### config.mk
export PLATFORM = sky130hd
export DESIGN_NAME = fetch_decode_buffer
export DESIGN_NICKNAME = d
export VERILOG_FILES = /design/src/rtl/fetch_decode_buffer.sv
export SDC_FILE = /design/constraint.sdc
export NUM_CORES = 1
export LEC_CHECK = 0
export CAP_MARGIN = 0
export CORE_MARGIN = 2
export CORE_UTILIZATION = 40
export DETAILED_ROUTE_END_ITERATION = 12
export PLACE_DENSITY = 0.63
export SETUP_SLACK_MARGIN = 0.3
export SLEW_MARGIN = 20
export SYNTH_ARGS = -nofsm -noshare
export SYNTH_HDL_FRONTEND = slang
export SYNTH_SLANG_ARGS = --single-unit
### constraint.sdc
create_clock -name clk -period 3.3 [get_ports clk]
set_clock_uncertainty 0.2 [all_clocks]
set_input_delay 0.66 -clock clk [delete_from_list [all_inputs] [get_ports clk]]
set_output_delay 0.66 -clock clk [all_outputs]
set_load 0.005 [all_outputs]
### src/rtl/fetch_decode_buffer.sv
// fetch_decode_buffer: DEPTH-entry {pc, instruction} FIFO between fetch and decode with synchronous flush.
// Define FD_BUFFER_OCCUPANCY_EN to expose the registered entry count on the occupancy port.
module fetch_decode_buffer #(
   parameter int DATA_WIDTH = 32,
   parameter int PC_WIDTH   = 32,
   parameter int DEPTH      = 2
) (
   input  logic                  clk,
   input  logic                  rst_n,
   input  logic                  flush,
   input  logic                  in_valid,
   output logic                  in_ready,
   input  logic [DATA_WIDTH-1:0] in_instruction,
   input  logic [PC_WIDTH-1:0]   in_pc,
   output logic                  out_valid,
   input  logic                  out_ready,
   output logic [DATA_WIDTH-1:0] out_instruction,
   output logic [PC_WIDTH-1:0]   out_pc
`ifdef FD_BUFFER_OCCUPANCY_EN
   ,
   output logic [$clog2(DEPTH):0] occupancy
`endif
);
   localparam int AW = $clog2(DEPTH);
   localparam int CW = AW + 1;
   localparam int EW = DATA_WIDTH + PC_WIDTH;
   localparam logic [CW-1:0] FULL = CW'(DEPTH);

   if (DEPTH < 2 || (DEPTH & (DEPTH - 1)) != 0) begin : g_depth_check
      $error("fetch_decode_buffer: DEPTH must be a power of two >= 2");
   end

   logic [EW-1:0] mem [DEPTH];
   logic [AW-1:0] wr_ptr, rd_ptr;
   logic [CW-1:0] count;
   logic          push, pop;

   assign in_ready  = (count != FULL) & ~flush;
   assign out_valid = (count != '0);
   assign push      = in_valid & in_ready;
   assign pop       = out_valid & out_ready;
   assign {out_pc, out_instruction} = mem[rd_ptr];

`ifdef FD_BUFFER_OCCUPANCY_EN
   assign occupancy = count;
`endif

   // storage is reset too so out_* read as zero straight out of reset
   always_ff @(posedge clk or negedge rst_n) begin
      if (!rst_n) begin
         wr_ptr <= '0;
         rd_ptr <= '0;
         count  <= '0;
         for (int i = 0; i < DEPTH; i++) mem[i] <= '0;
      end else if (flush) begin
         wr_ptr <= '0;
         rd_ptr <= '0;
         count  <= '0;
      end else begin
         if (push) begin
            mem[wr_ptr] <= {in_pc, in_instruction};
            wr_ptr      <= wr_ptr + 1'b1;
         end
         if (pop) rd_ptr <= rd_ptr + 1'b1;
         count <= count + CW'(push) - CW'(pop);
      end
   end

`ifndef SYNTHESIS
   a_no_push_full: assert property (@(posedge clk) disable iff (!rst_n) !(push && count == FULL));
   a_no_pop_empty: assert property (@(posedge clk) disable iff (!rst_n) !(pop && count == '0));
   a_count_bound:  assert property (@(posedge clk) disable iff (!rst_n) count <= FULL);
`endif
endmodule

# Word level (Yosys, flattened, before mapping)
# Index checks and enable logic that the tools add are counted.
[totals]
reg_bits = 132
inputBits = 69
out_inout_bits = 66
word_cells = 35
[op_classes]
addsub = 4
n_lt_le_gt_ge = 3
eq_ne = 1
muxes = 11
bitwise_logic = 6
n_reduce_logical = 5
[op_table]
columns = ["cell", "count"]
rows = [
  ["64-bit two-way mux", 4],
  ["128-bit bitwise mux", 1],
  ["64-bit demux with 1-bit select", 1],
  ["2-bit nonzero test", 3],
  ["2-bit greater-or-equal comparator (second input constant)", 2],
  ["1-bit two-way mux", 4],
  ["1-bit NOT with 2-bit output", 2],
  ["1-bit AND", 3],
  ["1-bit adder (second input constant)", 2],
  ["2-bit by 1-bit adder with 2-bit output", 1],
  ["2-bit by 1-bit < comparator with 1-bit output (second input constant)", 1],
  ["2-bit two-way mux", 1],
  ["2-bit != test (second input constant)", 1],
  ["2-bit AND reduction", 1],
  ["2-bit by 1-bit subtractor with 2-bit output", 1],
  ["1-bit logical AND", 1],
  ["1-bit NOT", 1],
]

# Logic depth before layout (Yosys ltp)
# Gate-level depths: netlist of the first run.
[depth]
word_depth = 6
ltp_mapped = 9
ltp_nobuf = 9

# Least setup slack after synthesis of the first run
# Ideal clock, no wire load.
[synth_path]
path_type = "register to output"
from = "reg rd_ptr"
to = "out out_instruction[0]"
arrival_ns = 1.356
required_ns = 2.440
slack_ns = 1.084
path_stages_with_launch = 4
n_path_buf = 2
path_cell_list = "dfrtp_1 clkbuf_1 clkbuf_1 mux2_2"
[synth_via]
elab_chain_len = 4
[synth_rtl]
columns = ["element", "line", "rtl"]
rows = [
  ["start: declaration", "34", "logic [AW-1:0] wr_ptr, rd_ptr;"],
  ["start signal: assignment", "64", "if (pop) rd_ptr <= rd_ptr + 1'b1;"],
  ["1-bit NOT with 2-bit output (implied by the code)", "42", "assign {out_pc, out_instruction} = mem[rd_ptr];"],
  ["64-bit two-way mux (implied by the code) (3 in series)", "42", ""],
  ["end: declaration", "17", "output logic [DATA_WIDTH-1:0] out_instruction,"],
]
# Every way passes these cells. The select of a mux whose other input is x is not followed.

# Worst setup path after layout of the first run
[layout_path]
from = "reg rd_ptr"
to = "out out_pc[30]"
[layout_via]
elab_chain_len = 4
[layout_rtl]
columns = ["element", "line", "rtl"]
rows = [
  ["1-bit NOT with 2-bit output (implied by the code)", "42", ""],
  ["64-bit two-way mux (implied by the code) (3 in series)", "42", ""],
  ["end: declaration", "18", "output logic [PC_WIDTH-1:0] out_pc"],
]
# Every way passes these cells. The select of a mux whose other input is x is not followed.

==> results by group, run 1 <==
Status
  – Status: finished, final reports clean

Timing
  – Final setup margin: 0.449 ns
  – TNS Setup: 0 ns
  – Max Freq: 351 MHz
  – Slew headroom: 0.604
  – Final hold vios: 0
  – Max-slew violations: 0
  – Final setup viols: 0
  – RSZ-0062 raised after global routing: false
  – Hold Slack: 0.0281 ns
  – Tmin final: 2.85 ns
  – Actual slew at the worst max-slew pin: 0.595 ns
  – Tcrit/Tclk final: 0.864

CTS
  – Worst-path clk slew: 0.06 ns
  – Root Driver: clkbuf_16
  – CTS tree: yes
  – CTS max path bufs: 2
  – CTS buffer count: 17
  – # H-tree levels: 4
  – Clock Latency Late Sink: 0.42 ns
  – Post-CTS Hold Buffers: 0
  – Sink Count: 132

Floorplan
  – I/O pin cnt: 135
  – Die width: 127 um
  – Starting Density: 0.412
  – Die ar.: 0.0161 sq mm
  – Die extent in y: 127 um
  – FP Rows: 44
  – CORE AREA: 0.0146 sq mm

Setup path
  – Capture point of the worst reg-to-reg path: mem[22]
  – Worst R2R Path Depth: 4
  – Critical path fanouts, max: 14
  – Crit path kind: register to output pin
  – Reg2reg start: count[1]
  – Critical Path End Type: output pin
  – R2R Setup Slk: 1.29 ns
  – Worst EP required: 2.44 ns
  – Critical path arrival: 1.99 ns
  – Critical Path Start Type: register

Flow run
  – Max Cap Viol: 0

Min path
  – Hold Crit Class: primary input to async pin

Placement
  – Dpl ws: 0.488 ns
  – Hpwl dp: 8200 um
  – GP Congestion: 0.796
  – Placed insts: 673
  – IO buf count: 134

Route
  – Via count: 3522
  – Met2 WL: 6440 um
  – DR DRC count: 0
  – Final WL: 12500 um
  – Wire per inst: 17.7 um
  – DR iter-0 viols: 116
  – Post-DRT Antenna Nets: 0
  – DR vias/cell: 4.99
  – DRT Pass-1 Iters: 4
  – Met3 wire len: 509 um
  – M1 WL: 5210 um
  – Uppermost layer routed: met4

Layout
  – Layout area overhead: 35.8%
  – Final std cells w/o fill: 706
  – ANT cells: 0
  – Fin nets: 580
  – Share of post-route cells with drive strength above 1: 0.458

Power and ir drop
  – IR drop worst, VDD: 415 uV
  – Static leakage: 3.62 nW
  – PwrDens: 1010 mW/mm^2

Synthesis
  – Yosys reg bits: 132
  – Synth top area cells: dfrtp_1 55%, mux2_2 25%, mux2_4 15%
  – Yosys top cell area share: 0.548
  – Sequential share of the synthesized area: 0.548
  – Synth warn: 0
  – Net Count, Synth: 437
  – Mapped Area: 0.00603 sq mm
  – Cell count after synthesis: 366
  – Yosys top cell by area: dfrtp_1
  – Syn_area_per_cell: 16.5 sq um
  – Yosys cell types: 23

Global route
  – Final global-route overflow total: 0
  – Global-route wire length before repair: 20500 um
  – Antenna violations before repair: 0
  – Tot GR Track Use: 0.165
  – Largest net degree at the start of global routing: 46
  – Vias in the first global route: 4009
-- placed cells by master (no fill, tap or decap) --
cell type and count:
buf_12 5, clkbuf_1 2, nand2b_1 1, buf_4 7, clkbuf_16 17, xor2_1 1, or4b_4 1, and2_1 1
nor3_1 1, nor2_1 3, clkinv_2 5, ha_1 2, mux2_4 60, or2_2 1, o211ai_1 1, clkinvlp_4 1
nor4_2 1, clkbuf_8 3, nor2b_1 1, o21a_1 1, nand2_1 1, xnor2_1 1, mux2_2 132, nor2b_4 1
dfrtp_1 131, clkdlybuf4s50_1 133, bufinv_16 4, dfrtp_4 1, inv_1 3
-- Yosys cell counts --
| master | instances |
|---|---|
| dfrtp_1 | 132 |
| mux2_2 | 132 |
| mux2_4 | 60 |
| buf_2 | 7 |
| clkbuf_1 | 7 |
| buf_12 | 6 |
| inv_1 | 3 |
| nor2_1 | 3 |
| ha_1 | 2 |
| and2_1 | 1 |
| buf_6 | 1 |
| nand2_1 | 1 |
| nand2b_1 | 1 |
| nor2b_1 | 1 |
| nor2b_4 | 1 |
| nor3_1 | 1 |
| nor4_1 | 1 |
| o211ai_1 | 1 |
| o21a_1 | 1 |
| or2_2 | 1 |
| or4b_4 | 1 |
| xnor2_1 | 1 |
| xor2_1 | 1 |
-- layout make-up --
cell class | instances | area (sq um)
sequential | 132 | 3310
inverter | 3 | 11.3
clock buffer | 22 | 474
fill | 1215 | 6450
multi-input combinational | 210 | 2530
tap | 184 | 230
timing repair buffer | 145 | 1480
clock inverter | 10 | 153
-- layer usage --
metal  up-vias  GRT usage
li1       1593          -
met1      1824      0.191
met2        81      0.282
met3        24     0.0477
met4         0     0.0769
met5         -          0
-- how the worst max path moves through the flow --
stage               startpoint                  to  cells after the start
detailed placement       flush            mem[113]                      4
global route            rd_ptr  out_instruction[4]                      3
finish                  rd_ptr          out_pc[30]                      3
floorplan               rd_ptr  out_instruction[0]                      3
global placement         flush            in_ready                      3
CTS                     rd_ptr  out_instruction[4]                      3
-- logic make-up (layout without fill, tap and decap cells) --
logic type                 after synthesis  count (layout)  synth area share
buffers and inverters                   24             180            0.0338
xor gates and xnor gates                 2               2           0.00291
adders and majority gates                2               2           0.00415
and+or+nand+nor                         12              12            0.0131
DFF                                    132             132             0.548
muxes                                  192             192             0.396
AOI/OAI and AO/OA                        2               2           0.00249
-- per-stage QoR --
stage	util	power [mW]	instance area, sq um
floorplan	-	4.66	6030
global placement	0.516	6.22	7550
detailed placement	0.516	6.32	7550
CTS	0.559	8.39	8190
global route	0.559	8.77	8190
finish	0.559	8.27	8190
-- report_power, final --
| group | internal (mW) | leakage (nW) | switching [mW] |
|---|---|---|---|
| logic | 2.42 | 1.74 | 0.994 |
| clock network | 1.32 | 0.310 | 0.684 |
| registers | 2.43 | 1.57 | 0.417 |
| total | 6.18 | 3.62 | 2.09 |
-- state kept, by name (all words and copies together), names as in the netlist --
name,flops
mem,128
wr_ptr,1
rd_ptr,1
count,2
-- what timing repair did --
action                     in CTS  in global routing
setup endpoints to repair      49                  0
buffers inserted                1                  0
hold endpoints to repair        0                  0
gates resized for setup         1                  0
-- worst max-delay path, stage by stage (launching register included) --
cell and delay (ns):
dfrtp_4 0.49, buf_4 0.26, mux2_2 0.37, clkdlybuf4s50_1 0.45
Note: power is estimated with default switching activity, not from simulation.
==> run 2, diff against run 1 <==
Settings changed: ABC_CLOCK_PERIOD_IN_PS set to 3300.
==> results of run 2 <==
Same layout as run 1: the final DEF is identical, and so are final timing and power.
